--- src/rtl/lpif_txrx_x8_asym2_full_slave_link_if.sv ---
// Slave-side LPIF logic-link bundle: RX FIFO word in, dstrm fields out,
// ustrm fields in, TX FIFO word out with ready/valid.
interface lpif_txrx_x8_asym2_full_slave_link_if #(
    parameter int ERR_CNT_W = 8
);
    logic [144:0]          rxfifo_downstream_data;
    logic                  rxfifo_downstream_vld;
    logic [3:0]            dstrm_state;
    logic [1:0]            dstrm_protid;
    logic [127:0]          dstrm_data;
    logic                  dstrm_dvalid;
    logic [7:0]            dstrm_crc;
    logic                  dstrm_crc_valid;
    logic                  dstrm_valid;
    logic                  dstrm_state_chg;
    logic [ERR_CNT_W-1:0]  err_cnt;
    logic                  err_clr;
    logic [3:0]            ustrm_state;
    logic [1:0]            ustrm_protid;
    logic [127:0]          ustrm_data;
    logic                  ustrm_dvalid;
    logic [7:0]            ustrm_crc;
    logic                  ustrm_crc_valid;
    logic                  ustrm_valid;
    logic                  ustrm_push;
    logic                  ustrm_rdy;
    logic [144:0]          txfifo_upstream_data;
    logic                  txfifo_upstream_vld;
    logic                  txfifo_upstream_rdy;

    modport slave (
        input  rxfifo_downstream_data,
        input  rxfifo_downstream_vld,
        output dstrm_state,
        output dstrm_protid,
        output dstrm_data,
        output dstrm_dvalid,
        output dstrm_crc,
        output dstrm_crc_valid,
        output dstrm_valid,
        output dstrm_state_chg,
        output err_cnt,
        input  err_clr,
        input  ustrm_state,
        input  ustrm_protid,
        input  ustrm_data,
        input  ustrm_dvalid,
        input  ustrm_crc,
        input  ustrm_crc_valid,
        input  ustrm_valid,
        input  ustrm_push,
        output ustrm_rdy,
        output txfifo_upstream_data,
        output txfifo_upstream_vld,
        input  txfifo_upstream_rdy
    );

    modport master (
        output rxfifo_downstream_data,
        output rxfifo_downstream_vld,
        input  dstrm_state,
        input  dstrm_protid,
        input  dstrm_data,
        input  dstrm_dvalid,
        input  dstrm_crc,
        input  dstrm_crc_valid,
        input  dstrm_valid,
        input  dstrm_state_chg,
        input  err_cnt,
        output err_clr,
        output ustrm_state,
        output ustrm_protid,
        output ustrm_data,
        output ustrm_dvalid,
        output ustrm_crc,
        output ustrm_crc_valid,
        output ustrm_valid,
        output ustrm_push,
        input  ustrm_rdy,
        input  txfifo_upstream_data,
        input  txfifo_upstream_vld,
        output txfifo_upstream_rdy
    );
endinterface

--- src/rtl/lpif_txrx_x8_asym2_full_slave_link.sv ---
// Slave-end x8 asym2 full-rate LPIF link packer: registered RX unpack
// with integrity counting, and a 2-entry TX skid buffer toward the TX FIFO.
module lpif_txrx_x8_asym2_full_slave_link #(
    parameter int         ERR_CNT_W = 8,
    parameter logic [3:0] STATE_RST = 4'h0
) (
    input logic clk_wr,
    input logic rst_wr_n,
    lpif_txrx_x8_asym2_full_slave_link_if.slave link
);

    typedef struct packed {
        logic         valid;
        logic         crc_valid;
        logic [7:0]   crc;
        logic         dvalid;
        logic [127:0] data;
        logic [1:0]   protid;
        logic [3:0]   state;
    } word_t;

    typedef enum logic [1:0] {
        TX_EMPTY = 2'd0,
        TX_ONE   = 2'd1,
        TX_FULL  = 2'd2
    } tx_cnt_e;

    // ---------------- RX path ----------------
    word_t rx_w;
    logic  rx_vld;
    logic  rx_err;

    assign rx_w   = link.rxfifo_downstream_data;
    assign rx_vld = link.rxfifo_downstream_vld;
    assign rx_err = rx_vld & ~rx_w.valid
                  & (rx_w.dvalid | rx_w.crc_valid);

    logic [3:0]           state_q;
    logic [1:0]           protid_q;
    logic [127:0]         data_q;
    logic [7:0]           crc_q;
    logic                 dvalid_q;
    logic                 crc_valid_q;
    logic                 valid_q;
    logic                 chg_q;
    logic [ERR_CNT_W-1:0] err_q;

    // Capture word fields; valid bits are single-cycle pulses
    always_ff @(posedge clk_wr or negedge rst_wr_n) begin
        if (!rst_wr_n) begin
            state_q     <= STATE_RST;
            protid_q    <= '0;
            data_q      <= '0;
            crc_q       <= '0;
            dvalid_q    <= 1'b0;
            crc_valid_q <= 1'b0;
            valid_q     <= 1'b0;
            chg_q       <= 1'b0;
        end else begin
            dvalid_q    <= rx_vld & rx_w.dvalid;
            crc_valid_q <= rx_vld & rx_w.crc_valid;
            valid_q     <= rx_vld & rx_w.valid;
            chg_q       <= rx_vld && (rx_w.state != state_q);
            if (rx_vld) begin
                state_q  <= rx_w.state;
                protid_q <= rx_w.protid;
                data_q   <= rx_w.data;
                crc_q    <= rx_w.crc;
            end
        end
    end

    // Saturating error counter; clear wins over increment
    always_ff @(posedge clk_wr or negedge rst_wr_n) begin
        if (!rst_wr_n) begin
            err_q <= '0;
        end else if (link.err_clr) begin
            err_q <= '0;
        end else if (rx_err && (err_q != '1)) begin
            err_q <= err_q + 1'b1;
        end
    end

    assign link.dstrm_state     = state_q;
    assign link.dstrm_protid    = protid_q;
    assign link.dstrm_data      = data_q;
    assign link.dstrm_crc       = crc_q;
    assign link.dstrm_dvalid    = dvalid_q;
    assign link.dstrm_crc_valid = crc_valid_q;
    assign link.dstrm_valid     = valid_q;
    assign link.dstrm_state_chg = chg_q;
    assign link.err_cnt         = err_q;

    // ---------------- TX path ----------------
    word_t   push_w;
    tx_cnt_e cnt_q;
    tx_cnt_e cnt_d;
    word_t   e0_q;
    word_t   e0_d;
    word_t   e1_q;
    word_t   e1_d;
    logic    rdy_q;
    logic    push;
    logic    pop;

    assign push_w.state     = link.ustrm_state;
    assign push_w.protid    = link.ustrm_protid;
    assign push_w.data      = link.ustrm_data;
    assign push_w.dvalid    = link.ustrm_dvalid;
    assign push_w.crc       = link.ustrm_crc;
    assign push_w.crc_valid = link.ustrm_crc_valid;
    assign push_w.valid     = link.ustrm_valid;

    assign push = link.ustrm_push & rdy_q;
    assign pop  = (cnt_q != TX_EMPTY) & link.txfifo_upstream_rdy;

    // Skid buffer state: e0 is always the head entry
    always_ff @(posedge clk_wr or negedge rst_wr_n) begin
        if (!rst_wr_n) begin
            cnt_q <= TX_EMPTY;
            e0_q  <= '0;
            e1_q  <= '0;
            rdy_q <= 1'b0;
        end else begin
            cnt_q <= cnt_d;
            e0_q  <= e0_d;
            e1_q  <= e1_d;
            rdy_q <= (cnt_d != TX_FULL);
        end
    end

    // Next occupancy and entry shifting for push/pop combinations
    always_comb begin
        cnt_d = cnt_q;
        e0_d  = e0_q;
        e1_d  = e1_q;
        unique case (cnt_q)
            TX_EMPTY: begin
                if (push) begin
                    e0_d  = push_w;
                    cnt_d = TX_ONE;
                end
            end
            TX_ONE: begin
                if (push && pop) begin
                    e0_d = push_w;
                end else if (push) begin
                    e1_d  = push_w;
                    cnt_d = TX_FULL;
                end else if (pop) begin
                    cnt_d = TX_EMPTY;
                end
            end
            TX_FULL: begin
                if (pop) begin
                    e0_d  = e1_q;
                    cnt_d = TX_ONE;
                end
            end
            default: begin
                cnt_d = TX_EMPTY;
            end
        endcase
    end

    assign link.ustrm_rdy            = rdy_q;
    assign link.txfifo_upstream_vld  = (cnt_q != TX_EMPTY);
    assign link.txfifo_upstream_data = e0_q;

endmodule

--- src/flat_wrapper.sv ---
// flat-port wrapper written by rule: the top's interface ports become plain ports
module lpif_txrx_x8_asym2_full_slave_link_flat 
#(
    parameter int         ERR_CNT_W = 8,
    parameter logic [3:0] STATE_RST = 4'h0
)
  (clk_wr, rst_wr_n, link_rxfifo_downstream_data, link_rxfifo_downstream_vld, link_dstrm_state, link_dstrm_protid, link_dstrm_data, link_dstrm_dvalid, link_dstrm_crc, link_dstrm_crc_valid, link_dstrm_valid, link_dstrm_state_chg, link_err_cnt, link_err_clr, link_ustrm_state, link_ustrm_protid, link_ustrm_data, link_ustrm_dvalid, link_ustrm_crc, link_ustrm_crc_valid, link_ustrm_valid, link_ustrm_push, link_ustrm_rdy, link_txfifo_upstream_data, link_txfifo_upstream_vld, link_txfifo_upstream_rdy);
  lpif_txrx_x8_asym2_full_slave_link_if #(.ERR_CNT_W(ERR_CNT_W)) link_i ();
  input logic clk_wr;
  input logic rst_wr_n;
  input wire logic [$bits(link_i.rxfifo_downstream_data)-1:0] link_rxfifo_downstream_data;
  input wire logic [$bits(link_i.rxfifo_downstream_vld)-1:0] link_rxfifo_downstream_vld;
  output wire logic [$bits(link_i.dstrm_state)-1:0] link_dstrm_state;
  output wire logic [$bits(link_i.dstrm_protid)-1:0] link_dstrm_protid;
  output wire logic [$bits(link_i.dstrm_data)-1:0] link_dstrm_data;
  output wire logic [$bits(link_i.dstrm_dvalid)-1:0] link_dstrm_dvalid;
  output wire logic [$bits(link_i.dstrm_crc)-1:0] link_dstrm_crc;
  output wire logic [$bits(link_i.dstrm_crc_valid)-1:0] link_dstrm_crc_valid;
  output wire logic [$bits(link_i.dstrm_valid)-1:0] link_dstrm_valid;
  output wire logic [$bits(link_i.dstrm_state_chg)-1:0] link_dstrm_state_chg;
  output wire logic [$bits(link_i.err_cnt)-1:0] link_err_cnt;
  input wire logic [$bits(link_i.err_clr)-1:0] link_err_clr;
  input wire logic [$bits(link_i.ustrm_state)-1:0] link_ustrm_state;
  input wire logic [$bits(link_i.ustrm_protid)-1:0] link_ustrm_protid;
  input wire logic [$bits(link_i.ustrm_data)-1:0] link_ustrm_data;
  input wire logic [$bits(link_i.ustrm_dvalid)-1:0] link_ustrm_dvalid;
  input wire logic [$bits(link_i.ustrm_crc)-1:0] link_ustrm_crc;
  input wire logic [$bits(link_i.ustrm_crc_valid)-1:0] link_ustrm_crc_valid;
  input wire logic [$bits(link_i.ustrm_valid)-1:0] link_ustrm_valid;
  input wire logic [$bits(link_i.ustrm_push)-1:0] link_ustrm_push;
  output wire logic [$bits(link_i.ustrm_rdy)-1:0] link_ustrm_rdy;
  output wire logic [$bits(link_i.txfifo_upstream_data)-1:0] link_txfifo_upstream_data;
  output wire logic [$bits(link_i.txfifo_upstream_vld)-1:0] link_txfifo_upstream_vld;
  input wire logic [$bits(link_i.txfifo_upstream_rdy)-1:0] link_txfifo_upstream_rdy;
  assign link_i.rxfifo_downstream_data = link_rxfifo_downstream_data;
  assign link_i.rxfifo_downstream_vld = link_rxfifo_downstream_vld;
  assign link_dstrm_state = link_i.dstrm_state;
  assign link_dstrm_protid = link_i.dstrm_protid;
  assign link_dstrm_data = link_i.dstrm_data;
  assign link_dstrm_dvalid = link_i.dstrm_dvalid;
  assign link_dstrm_crc = link_i.dstrm_crc;
  assign link_dstrm_crc_valid = link_i.dstrm_crc_valid;
  assign link_dstrm_valid = link_i.dstrm_valid;
  assign link_dstrm_state_chg = link_i.dstrm_state_chg;
  assign link_err_cnt = link_i.err_cnt;
  assign link_i.err_clr = link_err_clr;
  assign link_i.ustrm_state = link_ustrm_state;
  assign link_i.ustrm_protid = link_ustrm_protid;
  assign link_i.ustrm_data = link_ustrm_data;
  assign link_i.ustrm_dvalid = link_ustrm_dvalid;
  assign link_i.ustrm_crc = link_ustrm_crc;
  assign link_i.ustrm_crc_valid = link_ustrm_crc_valid;
  assign link_i.ustrm_valid = link_ustrm_valid;
  assign link_i.ustrm_push = link_ustrm_push;
  assign link_ustrm_rdy = link_i.ustrm_rdy;
  assign link_txfifo_upstream_data = link_i.txfifo_upstream_data;
  assign link_txfifo_upstream_vld = link_i.txfifo_upstream_vld;
  assign link_i.txfifo_upstream_rdy = link_txfifo_upstream_rdy;
  lpif_txrx_x8_asym2_full_slave_link #(.ERR_CNT_W(ERR_CNT_W), .STATE_RST(STATE_RST)) u_core (.clk_wr(clk_wr), .rst_wr_n(rst_wr_n), .link(link_i));
endmodule
--- config.mk ---
export PLATFORM = sky130hd
export DESIGN_NAME = lpif_txrx_x8_asym2_full_slave_link_flat
export DESIGN_NICKNAME = d
export VERILOG_FILES = /design/src/rtl/lpif_txrx_x8_asym2_full_slave_link_if.sv /design/src/rtl/lpif_txrx_x8_asym2_full_slave_link.sv /design/src/flat_wrapper.sv
export SDC_FILE = /design/constraint.sdc
export NUM_CORES = 1
export LEC_CHECK = 0
export CAP_MARGIN = 25
export CORE_AREA = 2 2 232 234
export CTS_BUF_LIST = sky130_fd_sc_hd__clkbuf_4
export CTS_CLUSTER_DIAMETER = 50
export CTS_CLUSTER_SIZE = 30
export DETAILED_ROUTE_END_ITERATION = 16
export DIE_AREA = 0 0 234 236
export HOLD_SLACK_MARGIN = 0.06
export PLACE_DENSITY = 0.7
export SYNTH_ARGS = -nofsm -noshare
export SYNTH_HDL_FRONTEND = slang
export SYNTH_SLANG_ARGS = --single-unit
--- constraint.sdc ---
create_clock -name clk_wr -period 1.72 [get_ports clk_wr]
set_input_delay 0.344 -clock clk_wr [delete_from_list [all_inputs] [get_ports clk_wr]]
set_output_delay 0.344 -clock clk_wr [all_outputs]
set_load 0.02 [all_outputs]
==> results of run 1 <==
-- timing repair --
action | in CTS | in global routing
endpoints found under the setup margin | 313 | 522
cloned | 6 | 33
endpoints found under the hold margin | 663 | 0
gates resized for setup | 1846 | 134
setup buffers | 82 | 70
pin swaps | 2 | 11
hold buffers | 186 | 0
-- cells by family (layout without fill, tap and decap cells) --
group,after synthesis,count (layout)
other cells,0,8
flops,447,447
fa+ha+maj,1,1
xor+xnor,5,5
compound gates,163,163
buf+inv,102,1142
simple gates,463,463
mux,289,289
-- power groups by stage --
| stage | clock [mW] | sequential, mW | combinational [mW] |
|---|---|---|---|
| 3_3_place_gp | 0 | 16.5 | 15.1 |
| 4_1_cts | 6.14 | 16.8 | 17.5 |
| 5_1_grt | 6.60 | 17.3 | 21.8 |
| 2_1_floorplan | 0 | 18.6 | 5.64 |
| 3_5_place_dp | 0 | 16.6 | 15.4 |
| 6_report | 5.98 | 17.0 | 20.7 |
-- worst paths after layout --
kind / from / endpoint / slack [ps] / depth (start not counted)
max: u_core.cnt_q[1]$_DFF_PN0_ / u_core.link.txfifo_upstream_data[37]$_DFFE_PN0P_ / -300 / 10
min reg2reg: u_core.e1_q[75]$_DFFE_PN0P_ / u_core.link.txfifo_upstream_data[75]$_DFFE_PN0P_ / 520 / 2
min in group asynchronous: rst_wr_n / u_core.link.txfifo_upstream_data[89]$_DFFE_PN0P_ / 200 / 3
min: link_ustrm_data[105] / u_core.link.txfifo_upstream_data[111]$_DFFE_PN0P_ / 130 / 3
max reg2reg: u_core.cnt_q[1]$_DFF_PN0_ / u_core.link.txfifo_upstream_data[37]$_DFFE_PN0P_ / -300 / 10
max in group asynchronous: rst_wr_n / u_core.link.dstrm_data[40]$_DFFE_PN0P_ / 1100 / 3
-- state kept, by name, indices dropped and copies added (netlist names) --
name,cells
u_core.link.ustrm_rdy,1
u_core.link.dstrm_crc_valid,1
u_core.cnt_q,2
u_core.link.txfifo_upstream_data,145
u_core.link.dstrm_state_chg,1
u_core.e1_q,145
u_core.link.err_cnt,8
u_core.link.dstrm_protid,2
u_core.link.dstrm_state,4
u_core.link.dstrm_dvalid,1
u_core.link.dstrm_valid,1
u_core.link.dstrm_crc,8
u_core.link.dstrm_data,128
-- layer usage --
layer	GRT usage	routed length, um	up-vias
met4	0.07307	2274	2
met1	0.2301	23930	7849
met2	0.3730	34310	621
met3	0.05682	4729	147
met5	0	14	-
li1	-	-	7077
-- metrics by stage --
step,instances,hold WS [ps],power (mW),setup WS (ps)
after CTS,3110,60.13,40.48,-360.0
final,3214,126.5,43.76,-296.7
after floorplan,1470,48.41,24.24,40.04
after global placement,2759,291.5,31.60,-347.0
after global routing,3214,51.55,45.75,-411.9
after detailed placement,2759,294.4,32.06,-409.7
-- tightest hold or removal path, cell delays in order --
cell and delay, ps:
clkdlybuf4s50_1 440, nand2_1 70, a31oi_1 80
-- Yosys cell counts --
library cell	count	share of area
o41a_1	1	0.00062
o31ai_1	3	0.0012
a21oi_1	7	0.0019
ha_1	1	0.00069
a31oi_1	145	0.050
o21ai_0	4	0.0011
nor2_1	148	0.031
nand3_1	3	0.00083
inv_1	3	0.00062
mux2_4	50	0.041
dfrtp_1	447	0.62
mux2i_1	2	0.0011
or4_1	2	0.00083
buf_8	1	0.00083
and4_1	1	0.00048
clkbuf_1	22	0.0046
o22ai_1	1	0.00035
a21o_1	1	0.00041
mux2_2	237	0.15
xor2_1	5	0.0024
nand2b_1	1	0.00035
nand3b_1	1	0.00041
buf_12	5	0.0055
nand4b_1	1	0.00048
and2_1	4	0.0014
or2_2	2	0.00069
or3_1	4	0.0014
nand2_1	293	0.061
nor2b_4	1	0.00076
nand4_1	1	0.00035
buf_2	44	0.012
nor2b_1	1	0.00035
o2111ai_2	1	0.00083
buf_1	4	0.00083
buf_4	22	0.0091
buf_6	1	0.00062
-- cell type report --
type                    instances  area [sq um]
well taps                     696         870.8
flip-flops and latches        447         11190
inverters                       3         11.26
clock buffers                  49         367.9
repair buffers               1062         11700
fillers                      3919         21560
multi-input cells             921          7023
clock inverters                28         321.6
diodes                          8         20.02
==> reports/metrics.cfg, run 1 <==
[die]
die_x_um = 234
io_pins = 597
die_area_sq_um = 55220
core_area_sq_um = 53070
start_util = 0.3417
fp.dieH_um = 236
fp-row-count = 85

[timing]
finalCriticalPeriod_ps = 2017
slew_headroom = 0.7205
tightestPinTransition_ps = 418.0
final_hold_viol_count = 0
clock-skew-final_ps = 52.55
tns_ps = -39220
rsz0062_at_grt = true
fin_ws_ps = -296.7
drv_slew = 0
setup_viol_count_final = 480
period_share = 1.172
fmax_mhz = 495.9

[routing]
finalWirelength_um = 65260
drtPass1Iterations = 6
drc = 0
avgRoutedWirePerCell_um = 20.31
via_per_inst = 4.884
drtAntennaViolNets = 0
num_vias = 15700
drt_iter0_markers = 762

[synth]
synthCells = 1470
syn-num-nets = 1767
synth_compound_area_frac = 0.05651
ys_ff_latch = 447
yosysWarnings = 0
synth_top_family_by_area = multiplexers
synth.avg_cell_area_sq_um = 12.33
synth_xor_area_frac = 0.002415
synthSimpleGateAreaFrac = 0.09957
netlist_area_sq_um = 18130
synthMuxAreaShare = 0.1897
synth_cell_types = 36
yosys.area_share.adder = 0.0006900
ys_seq_area_frac = 0.6169

[critical_path]
startpoint_type = flip-flop
arrival_ps = 2810
path_buf_inv = 7
crit_slowest_cell = dfrtp_2
worstPathCellList = buf_4 > buf_6 > buf_6 > o31ai_4 > buf_6 > clkbuf_16 > buf_12 > buf_16 > nor2_1 > a31oi_1
crit_family = buffers and inverters
crit_fanout = 7
critPathMostFrequentCell = buf_6
cp.required_ps = 2510
path_class = flip-flop to flip-flop
critPathMaxStageDelay_ps = 440
critPathCaptureType = flip-flop

[cts]
insertion_delay_ps = 830
cts_buffers = 43
root_buffer = clkbuf_4
clock_path_buffers = 3
ctsHtreeMaxLevel = 2
clk_pin_slew_ps = 210
cts.sinks = 447
tritoncts = done

[grt]
grt.total_usage = 0.2064
antenna_found_initial = 9
grt_max_degree = 69
grt_pass1_vias = 15820
overflow = 0
grt_pass1_wl_um = 89310

[power_and_ir_drop]
power.density_nw_per_um2 = 1389
switching_power_mw = 16.14
seqPwrFrac = 0.389
comb_power_share = 0.474
swShare = 0.3689
clkPwrFrac = 0.137
vdd_drop_max_v = 0.001012
power.internal_mw = 27.61
p_leak_nw = 13.71

[layout]
drive_gt1_frac = 0.4104
nNetsFinal = 2775
post-route-util = 0.5937
fin_area_sq_um = 31510
layout_common_cells = 444 x dfrtp_1, 315 x buf_6, 293 x nand2_1, 293 x clkdlybuf4s50_1, 234 x mux2_2
mostFrequentLayoutCell = dfrtp_1
area_growth_pct = 73.76

[outcome]
status = complete, but fails checks
violations = setup timing

[place]
io_buffers = 596
hpwl_um = 40690
place.gp.congestion = 0.8581
dpl-instance-area_sq_um = 25690

[job]
cap_viol_max_count = 0

[worst_hold_path]
hp-class = input pin to flip-flop

Note: power is estimated with default switching activity, not from simulation.
==> run 2: changes to the inputs <==
CTS_CLUSTER_SIZE = 10   (was 30)
==> reports/metrics.cfg, run 2 (synthesized netlist as in run 1, its figures left out) <==
[outcome]
status = complete, but fails checks
violations = setup timing

[timing]
fin_ws_ps = -217.9  ; +78.78 ps
fin_hold_ws_ps = 116.9  ; -9.629 ps
finalCriticalPeriod_ps = 1938  ; -78.78 ps
rsz0062_at_grt = true
setup_viol_count_final = 294  ; -39%
tightestPinTransition_ps = 417.9  ; -0.06425 ps
final_hold_viol_count = 0  ; unchanged
fmax_mhz = 516.0  ; +4.1%
drv_slew = 0  ; unchanged
slew_headroom = 0.7205  ; about the same
period_share = 1.127  ; -0.04580
clock-skew-final_ps = 44.42  ; -8.126 ps

[die]
start_util = 0.3417  ; unchanged
io_pins = 597  ; unchanged
fp.dieH_um = 236  ; unchanged
die_x_um = 234  ; unchanged
fp-row-count = 85  ; unchanged
core_area_sq_um = 53070  ; unchanged
die_area_sq_um = 55220  ; unchanged

[grt]
grt_pass1_wl_um = 88380  ; -1.1%
antenna_found_initial = 6  ; -3
overflow = 0  ; unchanged
grt_max_degree = 69  ; unchanged
grt.total_usage = 0.2046  ; -0.001840
grt_pass1_vias = 15740  ; -0.49%

[layout]
nNetsFinal = 2755  ; -0.72%
register_area_sq_um = 11190  ; unchanged
mostFrequentLayoutCell = dfrtp_1
fin_cells = 3171  ; -1.3%
fin_area_sq_um = 30740  ; -2.4%
n_fill_cell = 4079  ; +4.1%
multi_input_area_sq_um = 6678  ; -4.9%
layout_common_cells = 444 x dfrtp_1, 323 x buf_6, 293 x clkdlybuf4s50_1, 292 x nand2_1, 229 x mux2_2
drive_gt1_frac = 0.3939  ; -0.01643
area_growth_pct = 69.56

[critical_path]
arrival_ps = 1590  ; -1220 ps
startpoint_type = flip-flop
path_class = flip-flop to output port
critPathCaptureType = output port
worstPathCellList = or2_4 > buf_6
crit_fanout = 2  ; -5
path_depth = 2  ; -8
reg2reg_depth = 10  ; unchanged
crit_family = flip-flops
cp.required_ps = 1380  ; -1130 ps
critPathMaxStageDelay_ps = 400  ; -40 ps
path_buf_inv = 1  ; -6
crit_slowest_cell = dfrtp_1

[power_and_ir_drop]
vdd_drop_max_v = 0.001059  ; +4.6%
p_leak_nw = 13.52  ; -1.4%
power.density_nw_per_um2 = 1376  ; -0.93%
design_power_total_mw = 42.30  ; -3.3%

[cts]
cts.sinks = 447  ; unchanged
insertion_delay_ps = 840  ; about the same
tritoncts = done
clk_pin_slew_ps = 120  ; -90 ps
clock_path_buffers = 3  ; unchanged
ctsHtreeMaxLevel = 2  ; unchanged
root_buffer = clkbuf_4
cts_buffers = 54  ; +26%

[routing]
num_vias = 15470  ; -1.5%
finalWirelength_um = 64040  ; -1.9%
avgRoutedWirePerCell_um = 20.20  ; -0.54%
drtPass1Iterations = 7  ; +1
drtAntennaViolNets = 0  ; unchanged
via_per_inst = 4.877  ; -0.14%
drc = 0  ; unchanged
drt_iter0_markers = 860  ; +13%

[place]
place.gp.congestion = 0.8581  ; unchanged
dpl_worst_slack_ps = -409.7  ; unchanged
io_buffers = 596  ; unchanged
dpl-instance-area_sq_um = 25690  ; unchanged
dp.cells = 2759  ; unchanged
hpwl_um = 40690  ; unchanged

[worst_hold_path]
hp-class = input pin to flip-flop
hold_depth = 3  ; unchanged

[job]
cap_viol_max_count = 0  ; unchanged

==> run 2: final timing paths <==
| kind | slack, ps | endpoint | start |
|---|---|---|---|
| max | -220 | link_txfifo_upstream_vld | u_core.cnt_q[0]$_DFF_PN0_ |
| min | 120 | u_core.link.txfifo_upstream_data[53]$_DFFE_PN0P_ | link_ustrm_data[47] |
| max reg2reg | -150 | u_core.link.txfifo_upstream_data[2]$_DFFE_PN0P_ | u_core.cnt_q[0]$_DFF_PN0_ |
| min reg2reg | 510 | u_core.link.txfifo_upstream_data[83]$_DFFE_PN0P_ | u_core.e1_q[83]$_DFFE_PN0P_ |
| max in group asynchronous | 1080 | u_core.link.txfifo_upstream_data[30]$_DFFE_PN0P_ | rst_wr_n |
| min in group asynchronous | 230 | u_core.link.txfifo_upstream_data[41]$_DFFE_PN0P_ | rst_wr_n |
==> run 2: metrics by stage <==
step           TNS (ps)    util
6_report         -10600  0.5793
5_1_grt          -51900  0.5793
4_1_cts          -26210  0.5463
3_5_place_dp     -89430  0.4840
3_3_place_gp     -83590  0.4840
2_1_floorplan         0       -
==> run 2: worst reg2reg max path, stage by stage, from the launching register on <==
cell and delay (ps):
dfrtp_1 400, buf_4 140, buf_6 120, nand3b_1 200, o31ai_4 100, buf_8 200, buf_12 180, buf_8 130
buf_16 130, nor2_1 60, a31oi_1 160
==> run 2: what timing repair did <==
action | 4_1_cts | 5_1_grt
hold endpoints to repair | 622 | 0
hold buffers | 158 | 0
pin swaps | 3 | 8
buffers inserted | 83 | 59
endpoints found under the setup margin | 303 | 554
gates resized for setup | 1844 | 87
gates cloned | 4 | 38
==> run 2: where the power goes <==
| group | leakage, nW | switching, mW | internal (mW) |
|---|---|---|---|
| Combinational | 8.03 | 8.62 | 11.3 |
| Clock | 0.306 | 3.65 | 1.73 |
| Sequential | 5.18 | 2.75 | 14.3 |
| Total | 13.5 | 15.0 | 27.3 |
==> run 2: layer usage <==
layer  track usage  part of all wire
met4       0.07614             0.035
met5             0           0.00020
met1        0.2300              0.36
met3       0.06081             0.079
met2        0.3625              0.52
==> run 2: layout make-up <==
| type | count | share of cell area |
|---|---|---|
| timing repair buffer | 1031 | 0.3730 |
| sequential | 447 | 0.3640 |
| multi-input combinational | 921 | 0.2172 |
| tap | 696 | 0.02832 |
| clock buffer | 57 | 0.01392 |
| clock inverter | 11 | 0.002849 |
| antenna | 5 | 0.0004070 |
| inverter | 3 | 0.0003663 |
